--- src/rtl/polyline_buffer_seq.sv ---
// rtl/polyline_buffer_seq.sv - stores a polyline and feeds its segments to the buffer op, one result per segment
// Optional closing segment (p[count-1] -> p[0]) when POLYBUF_CLOSE_RING_EN is defined.
module polyline_buffer_seq #(
    parameter int MAX_PTS = 8,
    parameter int PTR_W   = 3
) (
    input  logic       clk,
    input  logic       rst,
    input  logic       in_valid,
    output logic       in_ready,
    input  logic [3:0] in_x,
    input  logic [3:0] in_y,
    input  logic       in_last,
    output logic [3:0] op_a,
    output logic [3:0] op_b,
    output logic [3:0] op_c,
    output logic [3:0] op_d,
    input  logic [3:0] op_m,
    input  logic [3:0] op_n,
    output logic       out_valid,
    input  logic       out_ready,
    output logic [3:0] out_x,
    output logic [3:0] out_y,
    output logic       out_last,
    output logic       busy,
    output logic       err_overflow
);
    localparam int CNT_W = PTR_W + 1;

    typedef enum logic [1:0] {IDLE, LOAD, ISSUE, EMIT} state_t;

    state_t           state_q;
    logic [CNT_W-1:0] count_q;
    logic [CNT_W-1:0] seg_q;
    logic [7:0]       start_q;
    logic [7:0]       end_q;
    logic [7:0]       pts_q [MAX_PTS];
    logic [3:0]       out_x_q;
    logic [3:0]       out_y_q;
    logic             out_valid_q;
    logic             out_last_q;
    logic             err_q;

    logic             in_fire;
    logic [7:0]       in_pt;
    logic [CNT_W-1:0] count_d;
    logic [CNT_W-1:0] seg_d;
    logic [CNT_W-1:0] nseg;
    logic [PTR_W-1:0] start_idx;
    logic [PTR_W-1:0] end_idx;
    logic             load_done;

    assign in_ready  = (state_q == IDLE) || (state_q == LOAD);
    assign busy      = (state_q != IDLE);
    assign in_fire   = in_valid && in_ready;
    assign in_pt     = {in_x, in_y};
    assign count_d   = count_q + CNT_W'(1);
    assign seg_d     = seg_q + CNT_W'(1);
    assign load_done = in_last || (count_d == CNT_W'(MAX_PTS));
    assign start_idx = seg_d[PTR_W-1:0];

    always_comb begin
        nseg    = (count_q >= CNT_W'(2)) ? (count_q - CNT_W'(1)) : CNT_W'(1);
        end_idx = start_idx + PTR_W'(1);
`ifdef POLYBUF_CLOSE_RING_EN
        if (count_q >= CNT_W'(3)) begin
            nseg = count_q;
        end
        // the closing segment ends back at the first vertex
        if (seg_d == count_q - CNT_W'(1)) begin
            end_idx = '0;
        end
`endif
    end

    always_ff @(posedge clk) begin
        if (in_fire) begin
            pts_q[count_q[PTR_W-1:0]] <= in_pt;
        end
    end

    always_ff @(posedge clk) begin
        if (rst) begin
            state_q     <= IDLE;
            count_q     <= '0;
            seg_q       <= '0;
            start_q     <= '0;
            end_q       <= '0;
            out_x_q     <= '0;
            out_y_q     <= '0;
            out_valid_q <= 1'b0;
            out_last_q  <= 1'b0;
            err_q       <= 1'b0;
        end else begin
            case (state_q)
                IDLE: begin
                    if (in_fire) begin
                        count_q <= CNT_W'(1);
                        err_q   <= 1'b0;
                        if (in_last) begin
                            // single-point polyline: both ends are the same vertex
                            start_q <= in_pt;
                            end_q   <= in_pt;
                            state_q <= ISSUE;
                        end else begin
                            state_q <= LOAD;
                        end
                    end
                end
                LOAD: begin
                    if (in_fire) begin
                        count_q <= count_d;
                        if (load_done) begin
                            // second vertex may still be on the input bus this cycle
                            start_q <= pts_q[0];
                            end_q   <= (count_q == CNT_W'(1)) ? in_pt : pts_q[PTR_W'(1)];
                            state_q <= ISSUE;
                            if (!in_last) begin
                                err_q <= 1'b1;
                            end
                        end
                    end
                end
                ISSUE: begin
                    out_x_q     <= op_m;
                    out_y_q     <= op_n;
                    out_valid_q <= 1'b1;
                    out_last_q  <= (seg_q == nseg - CNT_W'(1));
                    state_q     <= EMIT;
                end
                default: begin
                    if (out_ready) begin
                        out_valid_q <= 1'b0;
                        if (out_last_q) begin
                            seg_q   <= '0;
                            count_q <= '0;
                            state_q <= IDLE;
                        end else begin
                            seg_q   <= seg_d;
                            start_q <= pts_q[start_idx];
                            end_q   <= pts_q[end_idx];
                            state_q <= ISSUE;
                        end
                    end
                end
            endcase
        end
    end

    assign op_a         = start_q[7:4];
    assign op_b         = start_q[3:0];
    assign op_c         = end_q[7:4];
    assign op_d         = end_q[3:0];
    assign out_x        = out_x_q;
    assign out_y        = out_y_q;
    assign out_valid    = out_valid_q;
    assign out_last     = out_last_q;
    assign err_overflow = err_q;
endmodule

--- config.mk ---
export PLATFORM = sky130hd
export DESIGN_NAME = polyline_buffer_seq
export DESIGN_NICKNAME = d
export VERILOG_FILES = /design/src/rtl/polyline_buffer_seq.sv
export SDC_FILE = /design/constraint.sdc
export NUM_CORES = 1
export LEC_CHECK = 0
export ABC_AREA = 1
export CORE_MARGIN = 3
export CORE_UTILIZATION = 29
export CTS_BUF_LIST = sky130_fd_sc_hd__clkbuf_2
export DETAILED_ROUTE_END_ITERATION = 16
export PLACE_DENSITY = 0.46
export SYNTH_ARGS = -nofsm -noshare
export SYNTH_HDL_FRONTEND = slang
export SYNTH_SLANG_ARGS = --single-unit
--- constraint.sdc ---
create_clock -name clk -period 2.4 [get_ports clk]
set_input_delay 0.72 -clock clk [delete_from_list [all_inputs] [get_ports clk]]
set_output_delay 0.72 -clock clk [all_outputs]
set_load 0.005 [all_outputs]
==> Flow_metrics.wiki, run 1 <==
{| class="wikitable"
! Metric !! Value
|-
| Result of the run || finished clean
|-
| Proportion of power drawn by combinational gates || 48.1%
|-
| Avg WL per Cell || 15.15 um
|-
| Post-synthesis cell type with the largest combined area || edfxtp_1
|-
| Pre-Repair DR Iteration Count || 5
|-
| DRC || 0
|-
| Synth Register Bits || 101
|-
| Element type at the critical path start || flop
|-
| Area share of the largest cell type after synthesis || 35.02%
|-
| Maxcap violations || 0
|-
| Area of the die || 0.02061 sq mm
|-
| Post-layout instance count excluding filler cells || 1015
|-
| Number of warnings issued by yosys || 0
|-
| Utilization after layout || 36.29%
|-
| Endpoint kind of the worst setup timing path || output port
|-
| Post-synthesis sequential area ratio || 48.52%
|-
| Tightest Pin Transition || 473.8 ps
|-
| Num ports || 50
|-
| Most common library cells after synthesis || nand2_1 (154), nor2_1 (93), inv_1 (92)
|-
| Fin Setup TNS || 0 ps
|-
| Data required time of the critical path || 1680 ps
|-
| Area after detailed placement || 0.006381 sq mm
|-
| Total number of vias || 4797
|-
| Chip width || 143.6 um
|-
| Post-synth EDFFs || 64
|-
| Clk pwr share || 14.7%
|-
| Hold buffer count at CTS || 0
|-
| Sinks on the clock net || 101
|-
| Primary flip-flop cell chosen by synthesis mapping || edfxtp_1
|-
| Achievable frequency || 430.1 MHz
|-
| Slew headroom || 68.34%
|-
| Post-synthesis cell type count || 35
|-
| Most frequent cell after synthesis || nand2_1
|-
| Congestion Overflow GR || 0
|-
| Top post-synthesis cells by area || edfxtp_1 (35%), dfxtp_1 (13%), nand2_1 (11%), nor2_1 (6.4%), inv_1 (6.3%)
|-
| Final period util || 96.87%
|-
| Final number of setup-violating endpoints || 0
|-
| Maximum number of pins on one net before global-route repair || 109
|-
| Hpwl dp || 11280 um
|-
| Clock slew at the register clock pins of the worst setup and hold paths || 300 ps
|-
| Setup WS pre-CTS || 148.6 ps
|-
| Path class of the lowest-slack min-delay path || flop to flop
|-
| Source-to-sink clock delay at the later pin of the worst-skew pair || 650 ps
|-
| Sw Pwr || 2.538 mW
|-
| Initial antenna violation count || 1
|-
| Max rail drop VDD || 272.3 uV
|-
| Clock root buffer || clkbuf_2
|-
| Arrival time at the worst endpoint || 1600 ps
|-
| Power density relative to cell area || 935.5 mW/mm^2
|-
| CP max FO || 6
|-
| IO buf count || 49
|-
| Core region area || 0.01827 sq mm
|-
| Number of global-route vias before repair || 4493
|-
| Maximum clock skew at final layout || 26.79 ps
|-
| Initial Utilization || 30.04%
|-
| Total CTS buffers || 9
|-
| Layout cell share with drive strength beyond 1 || 10.83%
|-
| Post-Syn Instances || 709
|-
| Pleak || 2.730 nW
|-
| Post-synthesis net count || 742
|-
| Final Hold Vio Count || 0
|-
| Worst setup slack after layout || 75.21 ps
|-
| Global Route Usage Sum || 15.15%
|-
| Mapped cell area || 0.005488 sq mm
|-
| Layout fillers || 1898
|-
| Total internal power || 3.664 mW
|-
| Number of instances in the placed design || 989
|-
| H-tree Lvls || 3
|-
| Switching power as a share of total power || 40.92%
|-
| Setup repair after global routing missed its margin || yes
|-
| DRC violation total after the first TritonRoute iteration || 391
|-
| Final Slew Violations || 0
|-
| DR vias/cell || 4.726
|-
| Sequential share of power || 37.2%
|-
| Die Height || 143.6 um
|-
| Mean cell area of the mapped netlist || 7.740 sq um
|-
| Max Buffers Root-to-Sink || 2
|-
| FFs w/ async S/R, synth || 0%
|-
| First-pass GRT wire length || 24210 um
|-
| Number of nets in the layout || 813
|-
| Min cycle time layout || 2325 ps
|-
| Last weighted congestion value of the routability-driven placer || 0.8454
|-
| Final cell area excluding filler cells || 0.006630 sq mm
|-
| Final wirelength || 15380 um
|-
| Count of nets left with antenna violations after detail routing || 0
|-
| CTS tree || built
|-
| Layout Area Growth over Synthesis || 20.82%
|-
| Setup CP Type || flop to output port
|-
| Site row count || 49
|}
-- routing by layer --
layer	GRT usage (%)	up-vias	part of all wire [%]
li1	-	2463	-
met1	21.43	2201	49
met2	23.87	118	45
met3	2.696	15	4.9
met4	4.311	0	1.4
met5	0	-	0
-- what timing repair did --
item	in CTS	in global routing
setup endpoints to repair	3	12
pin swaps	2	0
buffers inserted	7	3
resized for setup	25	4
-- registers in the layout, indices dropped and copies added, names as in the netlist --
signal / flops
pts_q: 64
out_valid: 1
err_overflow: 1
seg_q: 4
count_q: 4
start_q: 8
end_q: 8
out_last: 1
out_x: 4
state_q: 2
out_y: 4
-- cell usage in the layout (no fill, tap or decap), types with 3 or more instances in the layout --
master / n
a211oi_1: 3
a21oi_1: 36
a22oi_1: 4
buf_4: 40
clkbuf_2: 9
clkdlybuf4s50_1: 47
clkinv_1: 4
dfxtp_1: 31
dfxtp_2: 4
edfxtp_1: 64
ha_1: 9
inv_1: 90
inv_6: 3
nand2_1: 154
nand3_1: 63
nor2_1: 93
nor3_1: 4
o211ai_1: 16
o21a_1: 5
o21ai_0: 68
o22ai_1: 3
-- area by class of cell --
class	instances	area, sq um	share of cell area [%]
well taps	229	286.5	4.322
multi-input cells	476	2310	34.84
flip-flops and latches	101	2675	40.35
inverters	100	391.6	5.907
diodes	1	2.502	0.03774
clock buffers	9	45.04	0.6794
clock inverters	7	81.33	1.227
repair buffers	92	838.3	12.64
-- critical path, stage by stage, from the launching register on --
cell and delay (ps):
dfxtp_4 430, buf_6 100, inv_4 40, ha_4 170
inv_8 70, nand2_4 50, buf_6 110
-- metrics by stage --
| stage | hold slack (ps) | total power, mW |
|---|---|---|
| global route | 514.1 | 6.732 |
| detailed placement | 458.5 | 5.162 |
| global placement | 454.5 | 5.132 |
| floorplan | 455.6 | 4.129 |
| CTS | 484.6 | 6.224 |
| finish | 480.5 | 6.202 |
-- logic make-up after synthesis --
logic type	count (synthesis)	share of synthesized area [%]
buffers and inverters	132	9.895
xor gates and xnor gates	1	0.1596
adders and majority gates	12	2.736
and+or+nand+nor	325	24.56
AOI/OAI and AO/OA	138	14.14
DFF	101	48.52
-- worst paths after layout --
| path | from | to | slack [ps] | cells after the start |
|---|---|---|---|---|
| max reg2reg | seg_q[0] | end_q[0] | 260 | 11 |
| max | state_q[0] | in_ready | 80 | 6 |
| min | err_overflow | err_overflow | 480 | 2 |
| min reg2reg | err_overflow | err_overflow | 480 | 2 |
-- power groups by stage --
stage	Clock, mW	Combinational, mW	Sequential, mW
final	0.909	2.98	2.31
after global routing	1.02	3.36	2.35
after CTS	0.958	2.95	2.31
after detailed placement	0	2.80	2.36
after global placement	0	2.78	2.36
after floorplan	0	1.79	2.34
Power figures use the tool's default switching activity.
==> run 2, diff against run 1 <==
CORE_MARGIN = 2   (was 3)
PLACE_DENSITY = 0.47   (was 0.46)
==> Flow_metrics.wiki, run 2 (same netlist as run 1, synthesis figures left out) <==
{| class="wikitable"
! Metric !! Value
|-
| Result of the run || finished clean (unchanged)
|-
| Final wirelength || 15120 um (was 15380 um)
|-
| Element type at the critical path start || flop (unchanged)
|-
| Last weighted congestion value of the routability-driven placer || 0.8491 (was 0.8454)
|-
| DRC violation total after the first TritonRoute iteration || 432 (was 391)
|-
| Power density relative to cell area || 929.9 mW/mm^2 (was 935.5 mW/mm^2)
|-
| Final period util || 96.98% (was 96.87%)
|-
| Number of global-route vias before repair || 4529 (was 4493)
|-
| Most frequent cells in the layout || nand2_1 (153), nor2_1 (93), inv_1 (90), o21ai_0 (68), edfxtp_1 (64) (was nand2_1 (154), nor2_1 (93), inv_1 (90), o21ai_0 (68), edfxtp_1 (64))
|-
| Maximum clock skew at final layout || 20.41 ps (was 26.79 ps)
|-
| Max rail drop VDD || 267.3 uV (was 272.3 uV)
|-
| Final Hold Vio Count || 0 (unchanged)
|-
| Site row count || 50 (was 49)
|-
| Chip width || 141.6 um (was 143.6 um)
|-
| Maxcap violations || 0 (unchanged)
|-
| Initial Utilization || 29.44% (was 30.04%)
|-
| Area of the die || 0.02004 sq mm (was 0.02061 sq mm)
|-
| DRC || 0 (unchanged)
|-
| Total CTS buffers || 9 (unchanged)
|-
| Setup CP Type || flop to output port (unchanged)
|-
| Startpoint of the worst register-to-register path || seg_q[0] (unchanged)
|-
| Tightest Pin Transition || 431.2 ps (was 473.8 ps)
|-
| Clock slew at the register clock pins of the worst setup and hold paths || 300 ps (about the same)
|-
| Internal reg-to-reg setup slack || 220 ps (was 260 ps)
|-
| Pleak || 2.709 nW (was 2.730 nW)
|-
| Hpwl dp || 11150 um (was 11280 um)
|-
| Hold Path Stages || 2 (unchanged)
|-
| Destination of the worst register-to-register timing path || end_q[4] (was end_q[0])
|-
| Endpoint kind of the worst setup timing path || output port (unchanged)
|-
| DR vias/cell || 4.738 (was 4.726)
|-
| Total number of vias || 4823 (was 4797)
|-
| Layout Area Growth over Synthesis || 20.18% (was 20.82%)
|-
| First-pass GRT wire length || 24160 um (was 24210 um)
|-
| Min cycle time layout || 2328 ps (was 2325 ps)
|-
| Num ports || 50 (unchanged)
|-
| Startpoint of the worst hold path || err_overflow (unchanged)
|-
| Total power of the final layout || 6.133 mW (was 6.202 mW)
|-
| Pre-Repair DR Iteration Count || 5 (unchanged)
|-
| Sinks on the clock net || 101 (unchanged)
|-
| Data required time of the critical path || 1680 ps (about the same)
|-
| Die Height || 141.6 um (was 143.6 um)
|-
| Maximum number of pins on one net before global-route repair || 109 (unchanged)
|-
| Depth of the worst register-to-register path || 11 (unchanged)
|-
| Avg WL per Cell || 14.86 um (was 15.15 um)
|-
| End of the worst hold path || err_overflow (unchanged)
|-
| Count of nets left with antenna violations after detail routing || 0 (unchanged)
|-
| H-tree Lvls || 3 (unchanged)
|-
| CTS tree || built (unchanged)
|-
| Arrival time at the worst endpoint || 1610 ps (was 1600 ps)
|-
| Final number of setup-violating endpoints || 0 (unchanged)
|-
| Core region area || 0.01864 sq mm (was 0.01827 sq mm)
|-
| Post-layout instance count excluding filler cells || 1018 (was 1015)
|-
| Flip-flop count of the largest register after layout || 64 (unchanged)
|-
| Global Route Usage Sum || 15.49% (was 15.15%)
|-
| Final Slew Violations || 0 (unchanged)
|-
| Initial antenna violation count || 1 (unchanged)
|-
| Number of instances in the placed design || 993 (was 989)
|-
| Max Buffers Root-to-Sink || 2 (unchanged)
|-
| Congestion Overflow GR || 0 (unchanged)
|-
| Layout cell share with drive strength beyond 1 || 10.22% (was 10.83%)
|-
| Source-to-sink clock delay at the later pin of the worst-skew pair || 650 ps (about the same)
|-
| Slew headroom || 71.26% (was 68.34%)
|-
| Clock root buffer || clkbuf_2 (unchanged)
|-
| Number of nets in the layout || 811 (was 813)
|-
| Achievable frequency || 429.6 MHz (was 430.1 MHz)
|-
| CP max FO || 4 (was 6)
|-
| IO buf count || 49 (unchanged)
|-
| Hold buffer count at CTS || 0 (unchanged)
|-
| Path class of the lowest-slack min-delay path || flop to flop (unchanged)
|-
| Most common library cell in the layout ignoring fill and taps || nand2_1 (unchanged)
|}
## run 2: routing by layer
layer / part of all wire (%) / GRT usage, % / up-vias
met4: 1.7 / 4.526 / 0
met1: 50 / 21.65 / 2226
met5: 0 / 0 / -
met3: 3.3 / 2.396 / 20
met2: 45 / 24.91 / 112
li1: - / - / 2465
## run 2: final cells by class
class / count / area, sq um
fillers: 1935 / 12050
flip-flops and latches: 101 / 2670
multi-input cells: 476 / 2310
repair buffers: 90 / 819.5
inverters: 100 / 394.1
well taps: 234 / 292.8
clock inverters: 7 / 61.31
clock buffers: 9 / 45.04
diodes: 1 / 2.502
## run 2: worst max path at each step
stage | endpoint | start
3_3_place_gp | end_q[6] | out_ready
2_1_floorplan | end_q[5] | seg_q[0]
6_report | in_ready | state_q[0]
3_5_place_dp | start_q[1] | out_ready
4_1_cts | op_b[0] | start_q[0]
5_1_grt | in_ready | state_q[0]
## run 2: worst max-delay path, cell delays in order (launching register included)
cell and delay (ps):
dfxtp_4 410, buf_4 130, inv_4 60, ha_4 160, inv_8 40, nand2_4 70, buf_6 90
## run 2: power breakdown
group | internal [mW] | total [mW] | switching (mW)
clock network | 0.168 | 0.853 | 0.685
registers | 2.15 | 2.31 | 0.159
logic | 1.24 | 2.97 | 1.73
## run 2: what timing repair did
action | CTS | global route
setup endpoints to repair | 2 | 6
setup buffers | 7 | 2
gates resized for setup | 23 | 3
pin swaps | 2 | 0
hold endpoints to repair | 0 | 0
## run 2: metrics by stage
stage	setup TNS (ps)	area (sq um)	worst slack (ps)	hold WS [ps]	utilization [%]
2_1_floorplan	0	5488	120.0	455.6	-
3_5_place_dp	0	6380	154.8	470.0	34.22
6_report	0	6595	72.40	494.1	35.38
3_3_place_gp	0	6380	192.3	465.0	34.22
5_1_grt	-4.049	6595	-4.049	513.6	35.38
4_1_cts	0	6570	22.36	498.6	35.24
